==> src/rtl/cache_pkg.sv <==
// Shared defaults and types for the cache refill controller.
// Latency: n/a (constants, types and a helper function only).
// Backpressure: n/a.
package cache_pkg;

   // Default geometry: 64-bit addresses, 64-bit bank words, 4 words per line.
   localparam int DEF_ADDR_WIDTH = 64;
   localparam int DEF_DATA_WIDTH = 64;
   localparam int DEF_BANK_NUM   = 4;

   // Each memory beat carries two bank words, so a line takes half as many
   // beats as it has words.
   function automatic int nbeat(input int bank_num);
      return bank_num / 2;
   endfunction

   localparam int DEF_NBEAT = nbeat(DEF_BANK_NUM);

   typedef enum logic [1:0] {
      ST_IDLE = 2'd0,
      ST_WB   = 2'd1,
      ST_RD   = 2'd2,
      ST_FIN  = 2'd3
   } state_e;

endpackage

==> src/rtl/cache_refill_ctrl.sv <==
// Cache line refill controller: optional victim writeback, then line refill.
// Latency: clean miss NBEAT+2 cycles capture->finish_rd with zero-wait memory; dirty adds NBEAT.
// Backpressure: each beat holds mem_req and its fields stable until mem_ready; no other stall.
//
// Ports:
//   clk, rstn                  clock, async active-low reset
//   miss_cache/need_wb         refill request (sampled only in IDLE) and dirty-victim flag
//   addr_cache/set_cache       refill line address and way, latched on capture
//   addr_wb/data_wb            victim line address and data, latched on capture
//   busy_wb/busy_rd            writeback / refill in progress
//   addr_rd/data_rd/wen_rd     refill beat write into the data array (one-cycle strobe)
//   set_rd/finish_rd           refill way, refill-complete pulse
//   mem_req/mem_we/mem_addr/mem_wdata/mem_ready/mem_rdata  beat interface to memory
module cache_refill_ctrl
   import cache_pkg::*;
#(
   parameter int ADDR_WIDTH = cache_pkg::DEF_ADDR_WIDTH,
   parameter int DATA_WIDTH = cache_pkg::DEF_DATA_WIDTH,
   parameter int BANK_NUM   = cache_pkg::DEF_BANK_NUM
) (
   input  logic                             clk,
   input  logic                             rstn,
   input  logic                             miss_cache,
   input  logic                             need_wb,
   input  logic [ADDR_WIDTH-1:0]            addr_cache,
   input  logic                             set_cache,
   input  logic [ADDR_WIDTH-1:0]            addr_wb,
   input  logic [BANK_NUM*DATA_WIDTH-1:0]   data_wb,
   output logic                             busy_wb,
   output logic                             busy_rd,
   output logic [ADDR_WIDTH-1:0]            addr_rd,
   output logic [2*DATA_WIDTH-1:0]          data_rd,
   output logic                             wen_rd,
   output logic                             set_rd,
   output logic                             finish_rd,
   output logic                             mem_req,
   output logic                             mem_we,
   output logic [ADDR_WIDTH-1:0]            mem_addr,
   output logic [2*DATA_WIDTH-1:0]          mem_wdata,
   input  logic                             mem_ready,
   input  logic [2*DATA_WIDTH-1:0]          mem_rdata
);

   localparam int NBEAT  = nbeat(BANK_NUM);
   localparam int BEAT_W = 2 * DATA_WIDTH;
   localparam int LINE_W = BANK_NUM * DATA_WIDTH;
   // Counter must also hold NBEAT: that value marks the drain cycle in RD.
   localparam int CNT_W  = $clog2(NBEAT + 1);

   localparam logic [ADDR_WIDTH-1:0] BEAT_BYTES = ADDR_WIDTH'(DATA_WIDTH / 4);
   localparam logic [CNT_W-1:0]      CNT_LAST   = CNT_W'(NBEAT - 1);
   localparam logic [CNT_W-1:0]      CNT_DRAIN  = CNT_W'(NBEAT);
   localparam logic [CNT_W-1:0]      CNT_ONE    = CNT_W'(1);

   state_e                  state_q, state_d;
   logic [CNT_W-1:0]        cnt_q, cnt_d;
   logic                    wen_q, wen_d;
   logic [BEAT_W-1:0]       data_rd_q, data_rd_d;
   logic [ADDR_WIDTH-1:0]   addr_rd_q, addr_rd_d;

   // Line buffer: not reset, only meaningful after a capture.
   logic [ADDR_WIDTH-1:0]   rd_base_q, rd_base_d;
   logic [ADDR_WIDTH-1:0]   wb_base_q, wb_base_d;
   logic                    set_q, set_d;
   logic [LINE_W-1:0]       line_q, line_d;

   logic                    rd_active;
   logic                    wb_active;
   logic                    beat_ok;
   logic [ADDR_WIDTH-1:0]   beat_off;
   logic [ADDR_WIDTH-1:0]   rd_beat_addr;
   logic [ADDR_WIDTH-1:0]   wb_beat_addr;
   logic [BEAT_W-1:0]       wb_beat;
   int                      wb_sel;

   // ---------------------------------------------------------------------
   // Beat addressing and memory request
   // ---------------------------------------------------------------------
   always_comb begin
      wb_active    = (state_q == ST_WB);
      // The drain cycle (counter == NBEAT) sits in RD but issues no request;
      // it exists so the last wen_rd and finish_rd never overlap.
      rd_active    = (state_q == ST_RD) && (cnt_q != CNT_DRAIN);
      beat_ok      = (wb_active || rd_active) && mem_ready;
      beat_off     = ADDR_WIDTH'(cnt_q) * BEAT_BYTES;
      rd_beat_addr = rd_base_q + beat_off;
      wb_beat_addr = wb_base_q + beat_off;
      wb_sel       = int'(cnt_q) * BEAT_W;
      wb_beat      = line_q[wb_sel +: BEAT_W];
   end

   assign mem_req   = wb_active || rd_active;
   assign mem_we    = wb_active;
   assign mem_addr  = wb_active ? wb_beat_addr : (rd_active ? rd_beat_addr : '0);
   assign mem_wdata = wb_active ? wb_beat : '0;

   assign busy_wb   = wb_active;
   assign busy_rd   = (state_q != ST_IDLE);
   assign finish_rd = (state_q == ST_FIN);
   assign wen_rd    = wen_q;
   assign data_rd   = data_rd_q;
   assign addr_rd   = addr_rd_q;
   // Gated so it reads 0 whenever the block is idle or in reset.
   assign set_rd    = set_q & busy_rd;

   // ---------------------------------------------------------------------
   // FSM and next-state datapath
   // ---------------------------------------------------------------------
   always_comb begin
      state_d   = state_q;
      cnt_d     = cnt_q;
      wen_d     = 1'b0;
      data_rd_d = data_rd_q;
      addr_rd_d = addr_rd_q;
      rd_base_d = rd_base_q;
      wb_base_d = wb_base_q;
      set_d     = set_q;
      line_d    = line_q;

      case (state_q)
         ST_IDLE: begin
            if (miss_cache) begin
               rd_base_d = addr_cache;
               wb_base_d = addr_wb;
               set_d     = set_cache;
               line_d    = data_wb;
               cnt_d     = '0;
               state_d   = need_wb ? ST_WB : ST_RD;
            end
         end
         ST_WB: begin
            if (beat_ok) begin
               if (cnt_q == CNT_LAST) begin
                  cnt_d   = '0;
                  state_d = ST_RD;
               end else begin
                  cnt_d = cnt_q + CNT_ONE;
               end
            end
         end
         ST_RD: begin
            if (cnt_q == CNT_DRAIN) begin
               // Last beat is being written this cycle; present the line
               // base for the finish pulse that follows.
               state_d   = ST_FIN;
               addr_rd_d = rd_base_q;
            end else if (beat_ok) begin
               cnt_d     = cnt_q + CNT_ONE;
               wen_d     = 1'b1;
               data_rd_d = mem_rdata;
               addr_rd_d = rd_beat_addr;
            end
         end
         ST_FIN: begin
            state_d = ST_IDLE;
         end
         default: begin
            state_d = ST_IDLE;
         end
      endcase
   end

   // ---------------------------------------------------------------------
   // State
   // ---------------------------------------------------------------------
   always_ff @(posedge clk or negedge rstn) begin
      if (!rstn) begin
         state_q   <= ST_IDLE;
         cnt_q     <= '0;
         wen_q     <= 1'b0;
         data_rd_q <= '0;
         addr_rd_q <= '0;
      end else begin
         state_q   <= state_d;
         cnt_q     <= cnt_d;
         wen_q     <= wen_d;
         data_rd_q <= data_rd_d;
         addr_rd_q <= addr_rd_d;
      end
   end

   always_ff @(posedge clk) begin
      rd_base_q <= rd_base_d;
      wb_base_q <= wb_base_d;
      set_q     <= set_d;
      line_q    <= line_d;
   end

endmodule

==> config.mk <==
export PLATFORM = sky130hd
export DESIGN_NAME = cache_refill_ctrl
export DESIGN_NICKNAME = d
export VERILOG_FILES = /design/src/rtl/cache_pkg.sv /design/src/rtl/cache_refill_ctrl.sv
export SDC_FILE = /design/constraint.sdc
export NUM_CORES = 1
export LEC_CHECK = 0
export ABC_CLOCK_PERIOD_IN_PS = 9680
export CORE_AREA = 2 2 356 358
export CTS_CLUSTER_DIAMETER = 100
export DETAILED_ROUTE_END_ITERATION = 10
export DIE_AREA = 0 0 358 360
export GPL_TIMING_DRIVEN = 0
export HOLD_SLACK_MARGIN = 0.06
export PLACE_DENSITY = 0.47
export REMOVE_ABC_BUFFERS = 1
export SYNTH_ARGS = -nofsm -noshare
export SYNTH_HDL_FRONTEND = slang
export SYNTH_SLANG_ARGS = --single-unit
==> constraint.sdc <==
create_clock -name clk -period 9.68 [get_ports clk]
set_clock_uncertainty 0.05 [all_clocks]
set_input_delay 1.452 -clock clk [delete_from_list [all_inputs] [get_ports clk]]
set_output_delay 1.452 -clock clk [all_outputs]
set_load 0.03 [all_outputs]
======== Yosys cells after proc, flatten, opt, wreduce, memory -nomap -nowiden ========
Index checks and enable logic that the tools add are counted.
storage, ports and cells
  register bits ........................... 582
  word-level logic and storage cells ...... 59
operators by class
  $add $sub $neg .......................... 3
  eq/ne operators ......................... 12
  shifts and indexed selects .............. 1
  mux-type cells .......................... 20
  bitwise logic cells ..................... 2
  reduce and logical (&&, ||, !) cells .... 12
operators by type and width
  operator                                                         count
  64-bit 2-to-1 mux                                                4
  256-bit by 10-bit variable part select with 128-bit output       1
  64-bit by 6-bit adder with 64-bit output                         2
  128-bit 2-to-1 mux                                               1
  2-bit 2-to-1 mux                                                 10
  2-bit != test, second input constant                             4
  2-bit one-hot mux with 4 select lines                            1
  2-bit == test, second input constant                             3
  2-bit by 1-bit != test with 1-bit output, second input constant  3
  2-bit one-hot mux with 3 select lines                            1
  5-bit AND reduction                                              1
  2-bit by 1-bit == test with 1-bit output, second input constant  2
  2-bit AND reduction                                              2
  4-bit AND reduction                                              1
  2-bit nonzero test                                               2
  1-bit 2-to-1 mux                                                 3
  3-bit AND reduction                                              1
  3-bit nonzero test                                               1
  2-bit by 1-bit adder with 2-bit output, second input constant    1
  1-bit logical AND                                                2
  2-bit logical NOT                                                1
  1-bit AND                                                        1
  1-bit logical OR                                                 1
  1-bit inverter                                                   1

======== Logic depth before layout (Yosys ltp) ========
Gate-level depths: netlist of the first run.
  depth in word-level cells ............... 7
  gate-level depth with buffers ........... 10

======== Worst setup path after synthesis of the first run ========
Ideal clock, no wire load.
  path type ............................... input port to flip-flop
  start point ............................. in miss_cache
  end point ............................... reg line_q[0] (enable)
  setup time .............................. 795 ps
  arrival ................................. 10,053 ps
  path slack .............................. -1,219 ps
  cell stages on the path ................. 1
  path through ............................ and2_1
on the way
  word-level cells in the longest chain between the ends .. 1
RTL lines
  what                           line                      source
  from (decl)                    cache_refill_ctrl.sv:23   input logic miss_cache,
  2-bit AND reduction (no line)  -
  to (signal assigned)           cache_refill_ctrl.sv:186  line_q <= line_d;
  to (decl)                      cache_refill_ctrl.sv:65   logic [LINE_W-1:0] line_q, line_d;
No other way between the ends.
A chain may end at the register's enable or synchronous reset.

======== Worst setup path in the final report of the first run ========
  start point ............................. reg cnt_q[0]
  end point ............................... out mem_addr[42]
on the way
  word-level cells in the longest chain between the ends .. 4
  elaborated cells on any way between the ends .. 6
  classes of those cells .................. 2 x add/sub; 1 x eq/ne; 2 x mux; 1 x reduce/logical
RTL lines
  what                                                                              line                      source
  from (decl)                                                                       cache_refill_ctrl.sv:56   logic [CNT_W-1:0] cnt_q, cnt_d;
  from (signal assigned)                                                            cache_refill_ctrl.sv:175  cnt_q <= cnt_d;
  branches (longest 3 deep; another with 64-bit by 6-bit adder with 64-bit output)  -
  64-bit 2-to-1 mux *                                                               cache_refill_ctrl.sv:94   assign mem_addr = wb_active ? wb_beat_addr : (rd_active ? rd_beat_addr : '0);
  to (decl)                                                                         cache_refill_ctrl.sv:38   output logic [ADDR_WIDTH-1:0] mem_addr,
Mark *: on every way between the ends.

==> impl_metrics.tcl, run 1 <==
set metrics [dict create \
    status "finished, final reports clean" \
    fin_crit_sh_pct 80.50 \
    grt_pass1_wl_um 150800 \
    clk_pin_slew_ps 60 \
    startpoint_type "register" \
    drcViolationCount 0 \
    cts_tree "built" \
    grt_usage_pct 16.91 \
    overflow 0 \
    p_leak_nw 13.22 \
    antenna_left 0 \
    fillers 12720 \
    post-route-cell-area_mm2 0.03871 \
    die_x_um 358 \
    path_max_fanout 46 \
    io_buffer_count 908 \
    synth_seq_cells 582 \
    yosys.area_share.xor_xnor_pct 6.056 \
    grt_pass1_vias 18780 \
    netlist_instances 1842 \
    intPower_mw 7.099 \
    slew_violations 0 \
    setup_violations 0 \
    post_cts_buffers 0 \
    finalWeightedCongestion 0.8175 \
    synth_top_family_by_area "multiplexers" \
    coreArea_mm2 0.1249 \
    cp.arrival_ps 6290 \
    die-area_mm2 0.1289 \
    cts_resized 0 \
    area_delta_synth_final_pct 54.73 \
    endpoint_kind "primary output" \
    fp.dieH_um 360 \
    tightest_slew_ps 1260 \
    drv_cap 0 \
    power_switching_mw 4.822 \
    ys.flop_type "edfxtp_1" \
    finalHoldViolations 0 \
    hold_depth 2 \
    hold_buffers 0 \
    synthArstFlopShare_pct 33.85 \
    antenna_found_initial 42 \
    post_dp_cell_area_mm2 0.03634 \
    clockBufferDepth 3 \
    finalCriticalPeriod_ps 7792 \
    drt_iter0_drc 1131 \
    p_comb_share_pct 45.7 \
    p_clk_share_pct 22.6 \
    htreeDepth 3 \
    drt_wl_total_um 111800 \
    clock-root-buffer "clkbuf_16" \
    yosys.cell_types.count 47 \
    synth_edf_count 385 \
    vias_per_cell 4.116 \
    drive_gt1_share_pct 11.04 \
    grt_max_degree 82 \
    synth_fa_ha_area_share_pct 0.6601 \
    dr_total_vias 18400 \
    synth_compound_area_share_pct 3.140 \
    avgRoutedWirePerCell_um 25.02 \
    worstSkewPairLatency_ps 660 \
    numCtsBuffers 74 \
    p_seq_share_pct 31.7 \
    drt_first_pass_iters 5 \
    muxShareOfSynthArea_pct 11.19 \
    rsz0062_at_grt "no" \
    finalNetCount 3275 \
    ys_warn_count 0 \
    fmax_mhz 128.3 \
    worstSetupPathType "register to primary output" \
    avgSynthCellArea_um2 13.58 \
    clkSinkCount 582 \
    synth-simple-area-share_pct 11.11 \
    swShare_pct 40.45 \
    post-route-util_pct 30.99 \
    timing.slew.headroom_pct 15.41 \
    vdd_drop_max_mv 0.1790 \
    io_pins 909 \
    hold-worst-slack_ps 430.2 \
    reg2reg_depth 10 \
    powerDensity_mw_per_mm2 307.9 \
    place.detailed.hpwl_um 89660 \
    ys_seq_area_share_pct 65.91 \
    start_util_pct 20.03 \
    fp-row-count 130 \
    worstPathRequired_ps 8180 \
    syn-cell-area_mm2 0.02502 \
    hp-class "register to register" \
]
cell families after synthesis:
family | Yosys count
simple gates | 551
flops | 582
fa+ha+maj | 12
buf+inv | 121
compound gates | 140
xor+xnor | 173
mux | 263
area by class of cell:
type | instances | area, µm² | share of cell area (%)
clock buffers | 105 | 2071 | 5.349
inverters | 19 | 73.82 | 0.1907
well taps | 1650 | 2064 | 5.333
clock inverters | 33 | 270.3 | 0.6981
flip-flops and latches | 582 | 16490 | 42.61
multi-input cells | 1139 | 8103 | 20.93
repair buffers | 929 | 9605 | 24.81
diodes | 13 | 32.53 | 0.08403
state kept, by name, summed over array words and instances (netlist names):
| name | flops |
|---|---|
| addr_rd | 64 |
| cnt_q | 2 |
| data_rd | 128 |
| line_q | 256 |
| rd_base_q | 64 |
| set_q | 1 |
| state_q | 2 |
| wb_base_q | 64 |
| wen_rd | 1 |
synthesized netlist by cell type (6+ instances only):
master | count | area share, %
buf_1 | 23 | 0.35
a21oi_1 | 6 | 0.12
nor4_1 | 16 | 0.40
nand2_1 | 135 | 2.0
xnor2_1 | 129 | 4.5
and3_1 | 27 | 0.68
mux2_2 | 133 | 6.0
inv_1 | 18 | 0.27
xor2_1 | 44 | 1.5
nor2_1 | 192 | 2.9
o21ai_1 | 25 | 0.50
nand3_1 | 46 | 0.92
edfxtp_1 | 385 | 46
o21ai_0 | 48 | 0.96
clkbuf_1 | 57 | 0.86
and4_1 | 9 | 0.32
ha_1 | 10 | 0.50
and2_1 | 7 | 0.18
dfrtp_1 | 197 | 20
o22ai_1 | 56 | 1.4
buf_2 | 18 | 0.36
nor3_2 | 8 | 0.32
nor4_2 | 12 | 0.60
mux2i_1 | 130 | 5.2
nand4_1 | 33 | 0.83
nor3_1 | 42 | 0.84
power groups by stage:
stage,logic (mW),clock network [mW],registers (mW)
CTS,5.56,2.79,3.79
global placement,5.55,0,4.13
finish,5.45,2.69,3.78
detailed placement,5.55,0,3.84
floorplan,2.06,0,4.73
global route,5.74,2.89,3.86
worst max-delay path: stages, from the launching register on:
cell and delay (ps):
dfrtp_4 440, buf_16 290, ha_1 290, inv_1 70, fa_1 460, nand3b_1 420
nor4_4 860, nand4_1 820, nor2_1 340, xnor2_1 270, o22ai_1 550, clkdlybuf4s50_1 800
final timing paths:
check	start	end	slack (ps)
setup / recovery	cnt_q[0]$_DFFE_PN0P_	mem_addr[42]	1890
hold / removal	addr_rd[44]$_DFFE_PN0P_	addr_rd[44]$_DFFE_PN0P_	430
setup reg to reg	cnt_q[0]$_DFFE_PN0P_	addr_rd[56]$_DFFE_PN0P_	5070
hold reg to reg	addr_rd[44]$_DFFE_PN0P_	addr_rd[44]$_DFFE_PN0P_	430
max in group asynchronous	rstn	cnt_q[0]$_DFFE_PN0P_	7670
min in group asynchronous	rstn	data_rd[13]$_DFFE_PN0P_	680
stage by stage:
step	total power [mW]	TNS, ps	std cells	setup WS (ps)
floorplan	6.791	-482990	1740	-1219
global placement	9.677	-4517000	4298	-6724
detailed placement	9.383	0	4319	2522
CTS	12.14	0	4457	1744
global route	12.49	0	4464	1619
finish	11.92	0	4470	1888
routing by layer:
layer  wire [µm]  up-vias  track usage, %
li1            -     8520               -
met1       43240     8874           19.33
met2       55310      794           28.98
met3       10090      179           6.368
met4        2991       30           5.234
met5         188        -               0
layout by cell type, fill, tap and decap left out, drive strengths merged, types with 50 or more instances in the layout:
| cell type | n |
|---|---|
| clkbuf | 105 |
| clkdlybuf4s50 | 907 |
| dfrtp | 197 |
| edfxtp | 385 |
| mux2 | 133 |
| mux2i | 130 |
| nand2 | 136 |
| nor2 | 192 |
| nor3 | 50 |
| o21ai | 73 |
| o22ai | 56 |
| xnor2 | 129 |
(Power assumes the default switching activity.)
==> inputs of run 2 (changes only) <==
ABC_CLOCK_PERIOD_IN_PS = 8000   (was 9680)
CORE_AREA = 2 2 350 352   (was 2 2 356 358)
DIE_AREA = 0 0 352 354   (was 0 0 358 360)
PLACE_DENSITY = 0.46   (was 0.47)
clock period = 8 ns   (was 9.68 ns; I/O delays follow)
==> run 2 against run 1 <==
  * Non-clock buffer count decreased by 2
  * Highest routed layer unchanged
  * Clock power increased by 24%
  * Clock-buffer cell count increased by 7
  * Critical path type unchanged
  * Sequential share of layout area about the same
  * Global-route usage increased by 0.37 points
  * Critical endpoint unchanged
==> impl_metrics.tcl, run 2 (synthesized netlist as in run 1, its figures left out) <==
set metrics [dict create \
    top_register "line_q" \
    finalWeightedCongestion 0.8450 \
    io_buffer_count 908 \
    area_delta_synth_final_pct 54.66 \
    drt_wl_total_um 110400 \
    status "finished, final reports clean" \
    io_pins 909 \
    drv_cap 0 \
    p_comb_share_pct 45.0 \
    path_max_fanout 39 \
    hold_buffers 0 \
    antenna_left 0 \
    grt_pass1_vias 18830 \
    clkSinkCount 582 \
    tightest_slew_ps 1364 \
    clock-root-buffer "clkbuf_16" \
    place_ws_ps 1375 \
    path_buf_inv 2 \
    top_usage_layer "met2" \
    finalCriticalPeriod_ps 7179 \
    max_stage_delay_ps 900 \
    swShare_pct 40.13 \
    fin_ws_ps 821.4 \
    post_cts_buffers 0 \
    intPower_mw 8.659 \
    vdd_drop_max_mv 0.1892 \
    place.detailed.hpwl_um 88100 \
    fin_crit_sh_pct 89.73 \
    regToRegStartpoint "cnt_q[0]$_DFFE_PN0P_" \
    cp_cell_sequence "ha_1 > inv_1 > fa_1 > nand3b_1 > nor4_4 > nand4_1 > nor2_1 > xnor2_1 > o22ai_1 > clkdlybuf4s50_1" \
    die-area_mm2 0.1246 \
    slowest_stage "dfrtp_4" \
    cpLargestDelayFamily "simple AND/OR/NAND/NOR gates" \
    htreeDepth 3 \
    p_leak_nw 13.21 \
    met1_usage_pct 18.78 \
    timing.slew.headroom_pct 9.068 \
    use_met3_pct 6.572 \
    hp-class "register to register" \
    clockBufferDepth 3 \
    fp-row-count 128 \
    finalPower_mw 14.46 \
    finalNetCount 3274 \
    power_switching_mw 5.803 \
    finalSetupTns_ps 0 \
    slew_violations 0 \
    fp.dieH_um 354 \
    cts_tree "built" \
    p_seq_share_pct 32.0 \
    globalRouteMet2Util_pct 30.07 \
    rsz0062_at_grt "no" \
    final_common_cell "clkdlybuf4s50_1" \
    drive_gt1_share_pct 10.81 \
    dr_total_vias 18490 \
    avgRoutedWirePerCell_um 24.88 \
    coreArea_mm2 0.1209 \
    start_util_pct 20.69 \
    grt_max_degree 103 \
    antenna_found_initial 46 \
    worstPathRequired_ps 6750 \
    drcViolationCount 0 \
    post-route-util_pct 32.00 \
    worstSkewPairLatency_ps 640 \
    grt_usage_pct 17.27 \
    p_clk_share_pct 23.1 \
    dp.cells 4292 \
    powerDensity_mw_per_mm2 373.7 \
    min_from "addr_rd[34]$_DFFE_PN0P_" \
    vias_per_cell 4.164 \
    worstSetupPathType "register to primary output" \
    drt_iter0_drc 1026 \
    finalHoldViolations 0 \
    overflow 0 \
    cp.arrival_ps 5930 \
    clk_pin_slew_ps 50 \
    grt_pass1_wl_um 151200 \
    endpoint_kind "primary output" \
    die_x_um 352 \
    drt_first_pass_iters 5 \
    fmax_mhz 139.3 \
    numCtsBuffers 75 \
    final_cells 4439 \
    largest_reg_flops 256 \
    mostFrequentLayoutCells "907 x clkdlybuf4s50_1, 385 x edfxtp_1, 196 x dfrtp_1, 192 x nor2_1" \
    startpoint "cnt_q[0]$_DFFE_PN0P_" \
    cts_resized 0 \
    startpoint_type "register" \
    setup_violations 0 \
]
==> run 2: changes by cell type in the layout (fill, tap and decap cells not counted), moves of 2 or more <==
cell / before / now
buf_16: 15 / 13
clkbuf_1: 23 / 26
clkbuf_8: 6 / 10
clkinv_2: 14 / 4
clkinvlp_4: 1 / 3
diode_2: 13 / 11
inv_16: 0 / 2
inv_6: 5 / 1
==> run 2: cell type report <==
| class | instances | area (µm²) |
|---|---|---|
| Sequential cell | 582 | 16490 |
| Clock buffer | 112 | 2137 |
| Antenna cell | 11 | 27.53 |
| Clock inverter | 24 | 286.5 |
| Tap cell | 1625 | 2033 |
| Fill cell | 12180 | 82220 |
| Multi-Input combinational cell | 1139 | 8098 |
| Inverter | 19 | 71.32 |
| Timing Repair Buffer | 927 | 9550 |
==> run 2: worst paths after layout <==
path                       cells after the start  slack (ps)                       to
setup reg to reg                               9        3260  addr_rd[56]$_DFFE_PN0P_
hold reg to reg                                2         430  addr_rd[34]$_DFFE_PN0P_
hold / removal                                 2         430  addr_rd[34]$_DFFE_PN0P_
max in group asynchronous                      2        6110     cnt_q[0]$_DFFE_PN0P_
min in group asynchronous                      1         600  data_rd[91]$_DFFE_PN0P_
setup / recovery                              10         820             mem_addr[42]
==> run 2: per-stage QoR <==
stage	instance area, µm²	hold WS (ps)
finish	38700	426.7
global route	38680	456.8
CTS	38670	431.8
detailed placement	36250	419.6
global placement	35730	413.7
floorplan	24610	432.7
==> run 2: power by group through the flow <==
stage                     clock [mW]  sequential, mW  combinational [mW]
after floorplan                    0            5.73                2.49
after global placement             0            5.02                6.65
after detailed placement           0            4.69                6.61
after CTS                       3.46            4.64                6.63
after global routing            3.58            4.72                6.82
final                           3.34            4.62                6.50
==> run 2: worst reg2reg max path: stages, from the launching register on <==
cell      delay [ps]
dfrtp_4          900
ha_1             350
inv_1             70
fa_1             440
nand3b_1         400
nor4_4           850
nand4_1          820
nor4_1           490
xnor2_1          190
o21ai_1           70
==> run 2: per-layer routing <==
metal / vias to the layer above / part of all wire (%)
met4: 42 / 3.9
li1: 8537 / -
met3: 210 / 8.7
met1: 8908 / 37
met5: - / 0.24
met2: 788 / 50
